--- src/rtl/reorder_buffer.sv ---
// 16-entry circular reorder buffer: allocates tags at issue, captures CDB results,
// forwards ready operands and retires in order at the head with mispredict flush.
module reorder_buffer #(
  parameter int unsigned DEPTH = 16,
  parameter int unsigned XLEN  = 32
) (
  input  logic            clk,
  input  logic            reset,
  input  logic            issue_valid,
  input  logic [1:0]      issue_type,
  input  logic [4:0]      issue_dest,
  output logic            full,
  output logic [3:0]      issue_ROB,
  input  logic            cdb_valid,
  input  logic [3:0]      cdb_ROB,
  input  logic [XLEN-1:0] cdb_value,
  input  logic            cdb_mispredict,
  input  logic [3:0]      Q_j,
  input  logic [3:0]      Q_k,
  output logic            j_ready,
  output logic            k_ready,
  output logic [XLEN-1:0] j_value,
  output logic [XLEN-1:0] k_value,
  output logic            commit_valid,
  output logic            RegWrite,
  output logic [4:0]      commit_dest,
  output logic [3:0]      commit_ROB,
  output logic [XLEN-1:0] commit_value,
  output logic            mem_write,
  output logic            flush,
  output logic [XLEN-1:0] flush_pc
);

  localparam int unsigned TAG_W  = 4;
  localparam int unsigned CNT_W  = 5;
  localparam int unsigned DEST_W = 5;
  localparam int unsigned TYPE_W = 2;

  localparam logic [TYPE_W-1:0] TYPE_REG    = 2'b00;
  localparam logic [TYPE_W-1:0] TYPE_STORE  = 2'b01;
  localparam logic [TYPE_W-1:0] TYPE_BRANCH = 2'b10;
  localparam logic [TYPE_W-1:0] TYPE_RSVD   = 2'b11;

  logic              r_valid [DEPTH];
  logic              r_ready [DEPTH];
  logic              r_misp  [DEPTH];
  logic [TYPE_W-1:0] r_type  [DEPTH];
  logic [DEST_W-1:0] r_dest  [DEPTH];
  logic [XLEN-1:0]   r_value [DEPTH];

  logic [TAG_W-1:0]  r_head;
  logic [TAG_W-1:0]  r_tail;
  logic [CNT_W-1:0]  r_count;

  logic              w_full;
  logic              w_commit;
  logic              w_flush;
  logic              w_alloc;
  logic              w_cdb_wr;
  logic [TYPE_W-1:0] w_alloc_type;
  logic [CNT_W-1:0]  w_count_nxt;

  // Control decode for this cycle
  always_comb begin
    w_full       = (r_count == CNT_W'(DEPTH));
    w_commit     = r_valid[r_head] & r_ready[r_head];
    w_flush      = w_commit & (r_type[r_head] == TYPE_BRANCH) & r_misp[r_head];
    w_alloc      = issue_valid & ~w_full & ~w_flush;
    w_cdb_wr     = cdb_valid & r_valid[cdb_ROB];
    // reserved type behaves as a register-writing op
    w_alloc_type = (issue_type == TYPE_RSVD) ? TYPE_REG : issue_type;
  end

  always_comb begin
    w_count_nxt = r_count;
    case ({w_alloc, w_commit})
      2'b10:   w_count_nxt = r_count + CNT_W'(1);
      2'b01:   w_count_nxt = r_count - CNT_W'(1);
      default: w_count_nxt = r_count;
    endcase
  end

  // Entry storage, pointers and occupancy
  always_ff @(posedge clk or posedge reset) begin
    if (reset) begin
      r_head  <= '0;
      r_tail  <= '0;
      r_count <= '0;
      for (int i = 0; i < int'(DEPTH); i++) begin
        r_valid[i] <= 1'b0;
        r_ready[i] <= 1'b0;
        r_misp[i]  <= 1'b0;
        r_type[i]  <= '0;
        r_dest[i]  <= '0;
        r_value[i] <= '0;
      end
    end else if (w_flush) begin
      r_head  <= '0;
      r_tail  <= '0;
      r_count <= '0;
      for (int i = 0; i < int'(DEPTH); i++) begin
        r_valid[i] <= 1'b0;
        r_ready[i] <= 1'b0;
        r_misp[i]  <= 1'b0;
      end
    end else begin
      if (w_cdb_wr) begin
        r_ready[cdb_ROB] <= 1'b1;
        r_value[cdb_ROB] <= cdb_value;
        r_misp[cdb_ROB]  <= cdb_mispredict;
      end
      if (w_commit) begin
        r_valid[r_head] <= 1'b0;
        r_head          <= r_head + TAG_W'(1);
      end
      // tail slot is never valid when not full, so it cannot collide with a CDB write
      if (w_alloc) begin
        r_valid[r_tail] <= 1'b1;
        r_ready[r_tail] <= 1'b0;
        r_misp[r_tail]  <= 1'b0;
        r_type[r_tail]  <= w_alloc_type;
        r_dest[r_tail]  <= issue_dest;
        r_value[r_tail] <= '0;
        r_tail          <= r_tail + TAG_W'(1);
      end
      r_count <= w_count_nxt;
    end
  end

  // Issue and commit interface
  always_comb begin
    full         = w_full;
    issue_ROB    = r_tail;
    commit_valid = w_commit;
    RegWrite     = w_commit & (r_type[r_head] == TYPE_REG) & (r_dest[r_head] != '0);
    mem_write    = w_commit & (r_type[r_head] == TYPE_STORE);
    flush        = w_flush;
    commit_dest  = w_commit ? r_dest[r_head]  : '0;
    commit_ROB   = w_commit ? r_head          : '0;
    commit_value = w_commit ? r_value[r_head] : '0;
    flush_pc     = w_flush  ? r_value[r_head] : '0;
  end

  // Operand read with CDB bypass
  always_comb begin
    j_ready = 1'b0;
    j_value = '0;
    k_ready = 1'b0;
    k_value = '0;
    if (cdb_valid && (cdb_ROB == Q_j)) begin
      j_ready = 1'b1;
      j_value = cdb_value;
    end else if (r_valid[Q_j]) begin
      j_ready = r_ready[Q_j];
      j_value = r_value[Q_j];
    end
    if (cdb_valid && (cdb_ROB == Q_k)) begin
      k_ready = 1'b1;
      k_value = cdb_value;
    end else if (r_valid[Q_k]) begin
      k_ready = r_ready[Q_k];
      k_value = r_value[Q_k];
    end
  end

endmodule
--- config.mk ---
export PLATFORM = sky130hd
export DESIGN_NAME = reorder_buffer
export DESIGN_NICKNAME = d
export VERILOG_FILES = /design/src/rtl/reorder_buffer.sv
export SDC_FILE = /design/constraint.sdc
export NUM_CORES = 2
export LEC_CHECK = 0
export CAP_MARGIN = 10
export CORE_AREA = 3 3 258 260
export CTS_BUF_LIST = sky130_fd_sc_hd__clkbuf_8
export CTS_CLUSTER_DIAMETER = 30
export DETAILED_ROUTE_END_ITERATION = 6
export DIE_AREA = 0 0 261 263
export DONT_BUFFER_PORTS = 1
export MAX_ROUTING_LAYER = met4
export PLACE_DENSITY = 0.83
export SYNTH_ARGS = -nofsm -noshare
export SYNTH_HDL_FRONTEND = slang
export SYNTH_SLANG_ARGS = --single-unit
--- constraint.sdc ---
create_clock -name clk -period 53.7 [get_ports clk]
set_input_delay 8.055 -clock clk [delete_from_list [all_inputs] [get_ports clk]]
set_output_delay 8.055 -clock clk [all_outputs]
set_load 0.02 [all_outputs]
==> metrics.md <==
| Metric | Value |
|---|---|
| Status | complete, no violations |
| H-tree depth | 4 |
| Vias in the first global route | 34097 |
| Crit path arrival time | 10.92 ns |
| Library cells used by synthesis | 58 |
| DRC violations left | 0 |
| Drt initial violations | 5142 |
| Met2 Use GR | 0.607 |
| Pre-antenna DRT Iters | 6 |
| CTS tree | yes |
| Post-CTS setup buffer count | 0 |
| Total power | 2.74 mW |
| Die W | 261 um |
| Post-DRT Antenna Nets | 0 |
| Routed WL per cell | 32.5 um |
| Top_reg_cell synth | dfrtp_1 |
| Global route hottest layer | met2 |
| Setup TNS | 0 ns |
| Met1 usage | 0.521 |
| RePlAce Congestion | 0.916 |
| Largest net degree at the start of global routing | 138 |
| Share of cells above drive strength 1 | 0.289 |
| Reg2reg path depth | 12 |
| Slew headroom | 0.111 |
| Final Hold Vio Count | 0 |
| Overall routing resource usage | 0.427 |
| Sink Count | 685 |
| Setup ws final | 34.73 ns |
| Die ar. | 0.0686 mm2 |
| Fmax | 0.0527 GHz |
| Hold-fix buffers at CTS | 0 |
| Area of the core | 0.0643 mm2 |
| DIE HEIGHT | 263 um |
| Post-synth ARST share | 1.00 |
| Critical Path Fanout Max | 137 |
| Vias per cell | 7.72 |
| RSZ-0062 raised after global routing | no |
| Top-Level Pins | 204 |
| Final slew viol count | 0 |
| GRT overflow | 0 |
| Clock transition at the registers of the reported paths | 0.06 ns |
| Worst hold path cell count | 2 |
| Worst IR Drop VDD | 0.0436 mV |
| Most frequent cells after synthesis | 685 x dfrtp_1, 541 x mux4_2, 453 x nor2_1, 441 x mux2i_1, 400 x nand2_1 |
| Hold Path Class | reg -> reg |
| Critical path class | in -> out |
| Max Clock Skew | 0.0555 ns |
| HPWL after DPL | 77000 um |
| RR Endpoint | r_dest[42] |
| Synth Area per Inst | 12.3 um2 |
| Worst setup SP type | primary input |
| Met3 usage | 0.157 |
| Row cnt | 93 |
| Cells after Synth | 3503 |
| CP Data Required Time | 45.65 ns |
| Number of buffers created by CTS | 149 |
| Syn nets | 3569 |
| Initial core utilization | 0.669 |
| EDFF count, synth | 0 |
| Static leakage | 18.8 nW |
| Fin crit period | 18.97 ns |
| WHS Endpoint | r_type[9] |
| Most frequent cell after synthesis | dfrtp_1 |
| Final setup fails | 0 |
| Routed WL | 140000 um |
| First-pass GRT wire length | 210000 um |
| Ys Warns | 0 |
| Post_cts resized | 0 |
| IO buf count | 0 |
| Top cell type's share of synthesized area | 0.398 |
| Setup WS pre-CTS | 34.92 ns |
| Max_cap viols | 0 |
| Slew @ Worst Pin | 1.33 ns |
| Pwr dens | 59.3 mW/mm2 |
| Root Buffer | clkbuf_8 |
| # nets final | 3396 |
| Synth area leader | dfrtp_1 |
| Clk_lat worst skew | 0.84 ns |
| Via count | 33258 |
| Worst setup EP type | output port |
| Min Hold Slack | 0.482 ns |
| Synth-to-Final Area Change | 7.44% |
| Worst reg-to-reg setup slack | 47.60 ns |
| Syn Std Cell Area | 0.0431 mm2 |
| Reg-to-Reg Start | r_head[1] |
| Clock Path Buffers | 3 |
| Initial antenna violation count | 4 |
| Number of synthesized register bits | 685 |
| Area contributors post-synth | dfrtp_1 40%, mux4_2 28%, mux2i_1 10%, nor2_1 3.9%, nand2_1 3.5% |
| Hold path startpoint | r_type[9] |
| Post-synthesis sequential area ratio | 0.398 |
| Fin crit share | 0.353 |
-- metrics by stage --
step / instances / instance area (um2) / utilization
2_1_floorplan: 3503 / 43100 / -
3_3_place_gp: 4034 / 42800 / 0.665
3_5_place_dp: 4034 / 42800 / 0.665
4_1_cts: 4303 / 46300 / 0.719
5_1_grt: 4309 / 46300 / 0.719
6_report: 4309 / 46300 / 0.719
-- layout by cell type, fill, tap and decap left out, drive strengths merged, types with 18 or more instances in the layout --
cell,Yosys,layout
dfrtp,685,685
nand2,401,401
and2,40,40
a21oi,137,137
nor3,25,25
clkinvlp,0,18
nor2,455,455
buf,174,59
clkinv,1,38
clkbuf,209,172
mux2i,441,441
mux4,541,541
and3,43,43
inv,20,45
mux2,82,82
o21ai,115,115
-- critical path, stage by stage --
cell	delay, ns
mux4_2	0.51
mux2_2	0.28
o21ai_0	0.21
clkinv_1	0.81
buf_4	0.59
nand2_1	0.13
o21ai_0	0.24
-- layout make-up --
class / count / area (um2)
Fill cell: 3962 / 18100
Tap cell: 855 / 1070
Clock inverter: 97 / 1090
Clock buffer: 172 / 2370
Inverter: 21 / 100
Antenna cell: 6 / 15.0
Timing Repair Buffer: 59 / 455
Sequential cell: 685 / 17200
Multi-Input combinational cell: 2414 / 24000
-- metal layers --
layer / wire, um / share of wire / vias up
met3: 21600 / 0.15 / 880
met4: 10400 / 0.074 / 0
met1: 45100 / 0.32 / 16497
met5: 0 / 0 / -
met2: 63100 / 0.45 / 3248
li1: - / - / 12633
-- worst max path at each step --
stage / startpoint / endpoint / slack (ns)
2_1_floorplan: reset / issue_ROB[0] / 26.44
3_3_place_gp: Q_k[0] / k_value[14] / 35.00
3_5_place_dp: Q_k[0] / k_value[18] / 34.92
4_1_cts: Q_k[0] / k_value[18] / 34.92
5_1_grt: Q_k[0] / k_value[14] / 34.78
6_report: Q_k[0] / k_value[18] / 34.73
-- cell families (layout without fill, tap and decap cells) --
logic type / after synthesis / after routing / share of synthesized area
xor+xnor: 13 / 13 / 0.00264
fa+ha+maj: 10 / 10 / 0.00290
compound gates: 307 / 307 / 0.0454
mux: 1064 / 1064 / 0.407
flops: 685 / 685 / 0.398
simple gates: 1020 / 1020 / 0.0983
buf+inv: 404 / 349 / 0.0461
other cells: 0 / 6 / 0
-- registers in the layout (all words and copies together), names as in the netlist --
name and count:
r_misp 16, r_value 512, issue_ROB 4, r_type 32
r_count 5, r_valid 16, r_ready 16, r_head 4
r_dest 80
-- power by group --
| part | internal (mW) | total (mW) | leakage (nW) | switching, mW |
|---|---|---|---|---|
| combinational | 0.540 | 1.11 | 8.11 | 0.566 |
| sequential | 0.739 | 0.984 | 8.95 | 0.244 |
| clock | 0.384 | 0.654 | 1.78 | 0.270 |
| total | 1.66 | 2.74 | 18.8 | 1.08 |
Note: power is estimated with default switching activity, not from simulation.
